<file path="src/rtl/rv32_decode_stage.sv">
// RV32 instruction decode stage: regfile read with writeback bypass, immediate
// and control generation, load-use hazard bubble, and the ID/EX pipeline register.
module rv32_decode_stage #(
  parameter bit NOP_CHECK = 1'b1
) (
  input  logic        clk_i,
  input  logic        rst_i,
  input  logic        if_valid_i,
  output logic        if_ready_o,
  input  logic [31:0] if_instr_i,
  input  logic [31:0] if_pc_i,
  output logic [4:0]  rf_rs1_addr_o,
  output logic [4:0]  rf_rs2_addr_o,
  input  logic [31:0] rf_rs1_data_i,
  input  logic [31:0] rf_rs2_data_i,
  input  logic        wb_we_i,
  input  logic [4:0]  wb_rd_i,
  input  logic [31:0] wb_data_i,
  input  logic        flush_i,
  input  logic        ex_ready_i,
  output logic        ex_valid_o,
  output logic [31:0] ex_pc_o,
  output logic [31:0] ex_rs1_data_o,
  output logic [31:0] ex_rs2_data_o,
  output logic [31:0] ex_imm_o,
  output logic [4:0]  ex_rd_o,
  output logic        ex_rd_we_o,
  output logic [6:0]  ex_opcode_o,
  output logic [2:0]  ex_funct3_o,
  output logic        ex_funct7b5_o,
  output logic        ex_is_load_o,
  output logic        ex_illegal_o
);

  // Major opcodes keyed on inst[6:2]; inst[1:0] is checked separately.
  localparam logic [4:0] OP_LOAD   = 5'b00000;
  localparam logic [4:0] OP_MISC   = 5'b00011;
  localparam logic [4:0] OP_IMM    = 5'b00100;
  localparam logic [4:0] OP_AUIPC  = 5'b00101;
  localparam logic [4:0] OP_STORE  = 5'b01000;
  localparam logic [4:0] OP_OP     = 5'b01100;
  localparam logic [4:0] OP_LUI    = 5'b01101;
  localparam logic [4:0] OP_BRANCH = 5'b11000;
  localparam logic [4:0] OP_JALR   = 5'b11001;
  localparam logic [4:0] OP_JAL    = 5'b11011;
  localparam logic [4:0] OP_SYSTEM = 5'b11100;

  logic [31:0] instr;
  logic [4:0]  op5;
  logic [4:0]  rs1;
  logic [4:0]  rs2;
  logic [4:0]  rd;
  logic [31:0] imm;
  logic        known;
  logic        writes_rd;
  logic        uses_rs1;
  logic        uses_rs2;
  logic        is_load;
  logic        illegal;
  logic        rd_we;
  logic [31:0] rs1_val;
  logic [31:0] rs2_val;
  logic        hazard;
  logic        accept;

  assign instr = if_instr_i;
  assign op5   = instr[6:2];
  assign rs1   = instr[19:15];
  assign rs2   = instr[24:20];
  assign rd    = instr[11:7];

  assign rf_rs1_addr_o = rs1;
  assign rf_rs2_addr_o = rs2;

  // Immediate format and register usage per opcode class.
  always_comb begin
    imm       = '0;
    known     = 1'b1;
    writes_rd = 1'b0;
    uses_rs1  = 1'b0;
    uses_rs2  = 1'b0;
    is_load   = 1'b0;
    case (op5)
      OP_LOAD: begin
        imm       = {{20{instr[31]}}, instr[31:20]};
        writes_rd = 1'b1;
        uses_rs1  = 1'b1;
        is_load   = 1'b1;
      end
      OP_IMM, OP_JALR: begin
        imm       = {{20{instr[31]}}, instr[31:20]};
        writes_rd = 1'b1;
        uses_rs1  = 1'b1;
      end
      OP_STORE: begin
        imm      = {{20{instr[31]}}, instr[31:25], instr[11:7]};
        uses_rs1 = 1'b1;
        uses_rs2 = 1'b1;
      end
      OP_BRANCH: begin
        imm      = {{19{instr[31]}}, instr[31], instr[7], instr[30:25], instr[11:8], 1'b0};
        uses_rs1 = 1'b1;
        uses_rs2 = 1'b1;
      end
      OP_LUI, OP_AUIPC: begin
        imm       = {instr[31:12], 12'h000};
        writes_rd = 1'b1;
      end
      OP_JAL: begin
        imm       = {{11{instr[31]}}, instr[31], instr[19:12], instr[20], instr[30:21], 1'b0};
        writes_rd = 1'b1;
      end
      OP_OP: begin
        writes_rd = 1'b1;
        uses_rs1  = 1'b1;
        uses_rs2  = 1'b1;
      end
      OP_MISC, OP_SYSTEM: ;
      default: known = 1'b0;
    endcase
  end

  assign illegal = !known || (NOP_CHECK && (instr[1:0] != 2'b11));
  assign rd_we   = writes_rd && (rd != 5'd0) && !illegal;

  // x0 reads as zero; a same-cycle writeback overrides the stale regfile value.
  assign rs1_val = (rs1 == 5'd0) ? 32'd0 :
                   (wb_we_i && (wb_rd_i == rs1)) ? wb_data_i : rf_rs1_data_i;
  assign rs2_val = (rs2 == 5'd0) ? 32'd0 :
                   (wb_we_i && (wb_rd_i == rs2)) ? wb_data_i : rf_rs2_data_i;

  assign hazard = ex_valid_o && ex_is_load_o && (ex_rd_o != 5'd0) &&
                  ((uses_rs1 && (rs1 == ex_rd_o)) || (uses_rs2 && (rs2 == ex_rd_o)));

  assign if_ready_o = flush_i || ((!ex_valid_o || ex_ready_i) && !hazard);
  assign accept     = if_valid_i && if_ready_o;

  // ID/EX register: flush beats load beats drain; otherwise hold.
  always_ff @(posedge clk_i or posedge rst_i) begin
    if (rst_i) begin
      ex_valid_o    <= 1'b0;
      ex_pc_o       <= '0;
      ex_rs1_data_o <= '0;
      ex_rs2_data_o <= '0;
      ex_imm_o      <= '0;
      ex_rd_o       <= '0;
      ex_rd_we_o    <= 1'b0;
      ex_opcode_o   <= '0;
      ex_funct3_o   <= '0;
      ex_funct7b5_o <= 1'b0;
      ex_is_load_o  <= 1'b0;
      ex_illegal_o  <= 1'b0;
    end else if (flush_i) begin
      ex_valid_o <= 1'b0;
    end else if (accept) begin
      ex_valid_o    <= 1'b1;
      ex_pc_o       <= if_pc_i;
      ex_rs1_data_o <= rs1_val;
      ex_rs2_data_o <= rs2_val;
      ex_imm_o      <= imm;
      ex_rd_o       <= rd;
      ex_rd_we_o    <= rd_we;
      ex_opcode_o   <= instr[6:0];
      ex_funct3_o   <= instr[14:12];
      ex_funct7b5_o <= instr[30];
      ex_is_load_o  <= is_load;
      ex_illegal_o  <= illegal;
    end else if (ex_ready_i) begin
      ex_valid_o <= 1'b0;
    end
  end

endmodule

</file>
<file path="config.mk">
export PLATFORM = sky130hd
export DESIGN_NAME = rv32_decode_stage
export DESIGN_NICKNAME = d
export VERILOG_FILES = /design/src/rtl/rv32_decode_stage.sv
export SDC_FILE = /design/constraint.sdc
export NUM_CORES = 1
export LEC_CHECK = 0
export CORE_MARGIN = 3
export CORE_UTILIZATION = 39
export CTS_BUF_LIST = sky130_fd_sc_hd__clkbuf_8
export DETAILED_ROUTE_END_ITERATION = 8
export GPL_TIMING_DRIVEN = 0
export PLACE_DENSITY = 0.86
export SYNTH_ARGS = -nofsm -noshare
export SYNTH_HDL_FRONTEND = slang
export SYNTH_SLANG_ARGS = --single-unit
</file>
<file path="constraint.sdc">
create_clock -name clk_i -period 5.25 [get_ports clk_i]
set_input_delay 1.05 -clock clk_i [delete_from_list [all_inputs] [get_ports clk_i]]
set_output_delay 1.05 -clock clk_i [all_outputs]
set_load 0.01 [all_outputs]
</file>
==> out/metrics.cfg <==
[cts]
ctsHoldBuffers=0
post_cts_buffers=0
cts-resized-gates=0
clk_path_buf_depth=2
clock_sinks=148
cts.clk_slew.worst_paths_ps=80
cts_htree_levels=4
cts_buffers=17
cts_tree=built
insertion_delay_ps=450
root_buffer=clkbuf_8

[grt]
grt-ovfl-total=0
antenna_found_initial=0
grt_max_degree=79
grt_pass1_wl_um=37800
track_usage_pct=23.8
grt_pass1_vias=6706

[power_and_ir_drop]
ir_drop_v=0.000150
combinationalPowerShare_pct=28.7
power_density_mw_per_mm2=287
leakage_nw=4.74
p_sw_w=0.000963
switching_share_pct=29.4
seq_power_share_pct=42.5
pwr-share-clk_pct=28.7
internal_power_w=0.00231

[worst_setup_path]
end_kind=output pin
r2r-start=ex_rd_o[1]$_DFFE_PP0P_
rr_endpoint=ex_rs2_data_o[10]$_DFFE_PP0P_
cp_max_fo=10
crit_required_ps=4200
criticalPathCategory=primary input to output pin
path_common_cell=clkdlybuf4s50_1
cpMaxStageDelayCell=clkdlybuf4s50_1
critPathMaxStageDelay_ps=580
rrSetupSlack_ps=2470
ff2ff_path_depth=8
path_cells=clkdlybuf4s50_1, xor2_1, nor4_1, nand4_1, a21oi_1, clkbuf_1, nor2b_1, clkdlybuf4s50_1
arrival_ps=3770
start_kind=primary input

[detailed_routing]
dr.pass1.iters=5
drt.antenna.violating_nets=0
drtIter0Drc=313
vias_per_cell=5.36
routed-via-count=6524
post-route-drc-count=0
routedWlPerCell_um=20.8
totalWireLength_um=25400

[hold_path]
hold_class=flop to flop
hold_depth=1
hold_end=ex_pc_o[21]$_DFFE_PP0P_
hp-start=ex_pc_o[21]$_DFFE_PP0P_

[timing]
fin_setup_tns_ps=0
finalSetupViolCount=0
fin_crit_ps=4820
finalCritPeriodShare_pct=91.9
worst_slack_ps=426
skew_ps=12.5
worst_pin_slew_ps=805
finalHoldWorstSlack_ps=502
slew_viol_final=0
slew_headroom_pct=46.2
max_freq_ghz=0.207
rsz0062_at_grt=no
hold_viol_final=0

[finish]
fin_nets=1147
syn_to_final_growth_pct=54.4
final_area_mm2=0.0114
drive_gt1_share_pct=11.6
num-fill-cells=1431
layoutNonFillerInstCount=1218
diodes=0

[synth]
synthCells=628
synth_area_per_cell_um2=11.8
ys_seq_area_share_pct=50.1
synthesis.area_mm2=0.00740
yosysUniqueCellTypes=38
yosys_warnings=0
ys_seq_elements=148
syn_nets=799

[die]
die-area_mm2=0.0207
start_util_pct=40.5
die_h_um=144
dieWidth_um=144
rows=49
io_pins=330
core_area_mm2=0.0183

[placed_design]
dp_slack_ps=469
placed_cell_area_mm2=0.0110
dp.cells=1186
port_buffers=328
hpwl_um=19600
routabilityCongestion=0.874

[status]
outcome=completed

[run]
cap_viol_max_count=0

[logic make-up (layout without fill, tap and decap cells)]
| group | Yosys count | count (layout) | share of synthesized area, % |
|---|---|---|---|
| AOI/OAI and AO/OA | 174 | 174 | 14.3 |
| DFF | 148 | 148 | 50.1 |
| muxes | 141 | 141 | 22.8 |
| buffers and inverters | 74 | 435 | 5.53 |
| and+or+nand+nor | 71 | 71 | 4.89 |
| xor gates and xnor gates | 20 | 20 | 2.37 |
[flip-flops by register name, indices dropped and copies added, names as in the netlist, 3 cells and up]
register       flops
ex_rs2_data_o     32
ex_rs1_data_o     32
ex_pc_o           32
ex_rd_o            5
ex_imm_o          32
ex_funct3_o        3
ex_opcode_o        7
[how the worst max path moves through the flow]
stage | to | slack (ps) | depth (start not counted) | from
4_1_cts | if_ready_o | 420 | 8 | if_instr_i[21]
2_1_floorplan | ex_funct3_o[0]$_DFFE_PP0P_ | 220 | 1 | rst_i
6_report | if_ready_o | 430 | 8 | if_instr_i[24]
5_1_grt | if_ready_o | 170 | 8 | if_instr_i[24]
3_3_place_gp | ex_pc_o[9]$_DFFE_PP0P_ | -1820 | 2 | rst_i
3_5_place_dp | if_ready_o | 470 | 8 | if_instr_i[20]
[cell usage in the layout, fill, tap and decap left out, drive strengths merged, types with 5 or more instances in the layout]
cell type / synthesis / layout
clkdlybuf4s50: 0 / 328
nand2: 32 / 32
clkbuf: 33 / 51
inv: 9 / 16
o21ai: 88 / 88
buf: 32 / 33
a21oi: 13 / 13
nor2: 6 / 6
mux2i: 72 / 72
xor2: 16 / 16
dfrtp: 148 / 148
mux2: 69 / 69
o31ai: 65 / 65
a22o: 5 / 5
[power by group through the flow]
stage	Combinational (W)	Clock, W	Sequential, W
detailed placement	0.000947	0	0.00141
global route	0.00100	0.00101	0.00141
finish	0.000941	0.000941	0.00139
global placement	0.000927	0	0.00141
CTS	0.000950	0.000958	0.00139
floorplan	0.000299	0	0.00148
[critical path, delay by kind of cell]
family	cells	cell delay (ps)
buf+inv	3	1650
xor+xnor	1	230
compound gates	1	260
simple gates	3	590
[area by class of cell]
class | count | area, um^2 | area share, %
tap | 229 | 287 | 2.51
clock inverter | 14 | 165 | 1.45
sequential | 148 | 3700 | 32.4
inverter | 9 | 38.8 | 0.340
buffer | 65 | 375 | 3.29
timing repair buffer | 329 | 3310 | 29.0
clock buffer | 18 | 248 | 2.17
multi-input combinational | 406 | 3290 | 28.8
[routing by layer]
layer	global-route usage, %	routed length, um
met5	0	0
met4	7.88	652
met3	6.32	1880
met2	39.9	12500
met1	29.9	10400
[synthesized netlist by cell type, drive strengths merged]
cell    number  share of area (%)
mux2i       72                9.7
nor2         6               0.30
nor4b        1               0.12
nor4         4               0.34
xnor2        4               0.47
mux2        69                 13
o211ai       1               0.10
or3          1              0.085
and3         4               0.34
nor3         3               0.20
nand4        1              0.085
o31ai       65                6.6
or3b         1               0.12
a21oi       13               0.88
clkbuf      33                1.7
a221oi       1               0.12
nand2       32                1.6
buf         32                3.4
nand3        2               0.14
inv          9               0.46
o21ai       88                6.0
nor4bb       1               0.14
a22oi        1               0.10
xor2        16                1.9
a22o         5               0.59
or4          3               0.30
nand2b       4               0.34
nor2b        4               0.34
dfrtp      148                 50
and3b        2               0.24
nand3b       1               0.10
or2          1              0.085
[per-stage QoR]
| step | util, % | total power [W] |
|---|---|---|
| 2_1_floorplan | - | 0.00177 |
| 3_3_place_gp | 60.0 | 0.00233 |
| 3_5_place_dp | 60.2 | 0.00236 |
| 4_1_cts | 62.5 | 0.00330 |
| 5_1_grt | 62.5 | 0.00342 |
| 6_report | 62.5 | 0.00327 |
No activity file was read; power rests on OpenSTA's default activity.
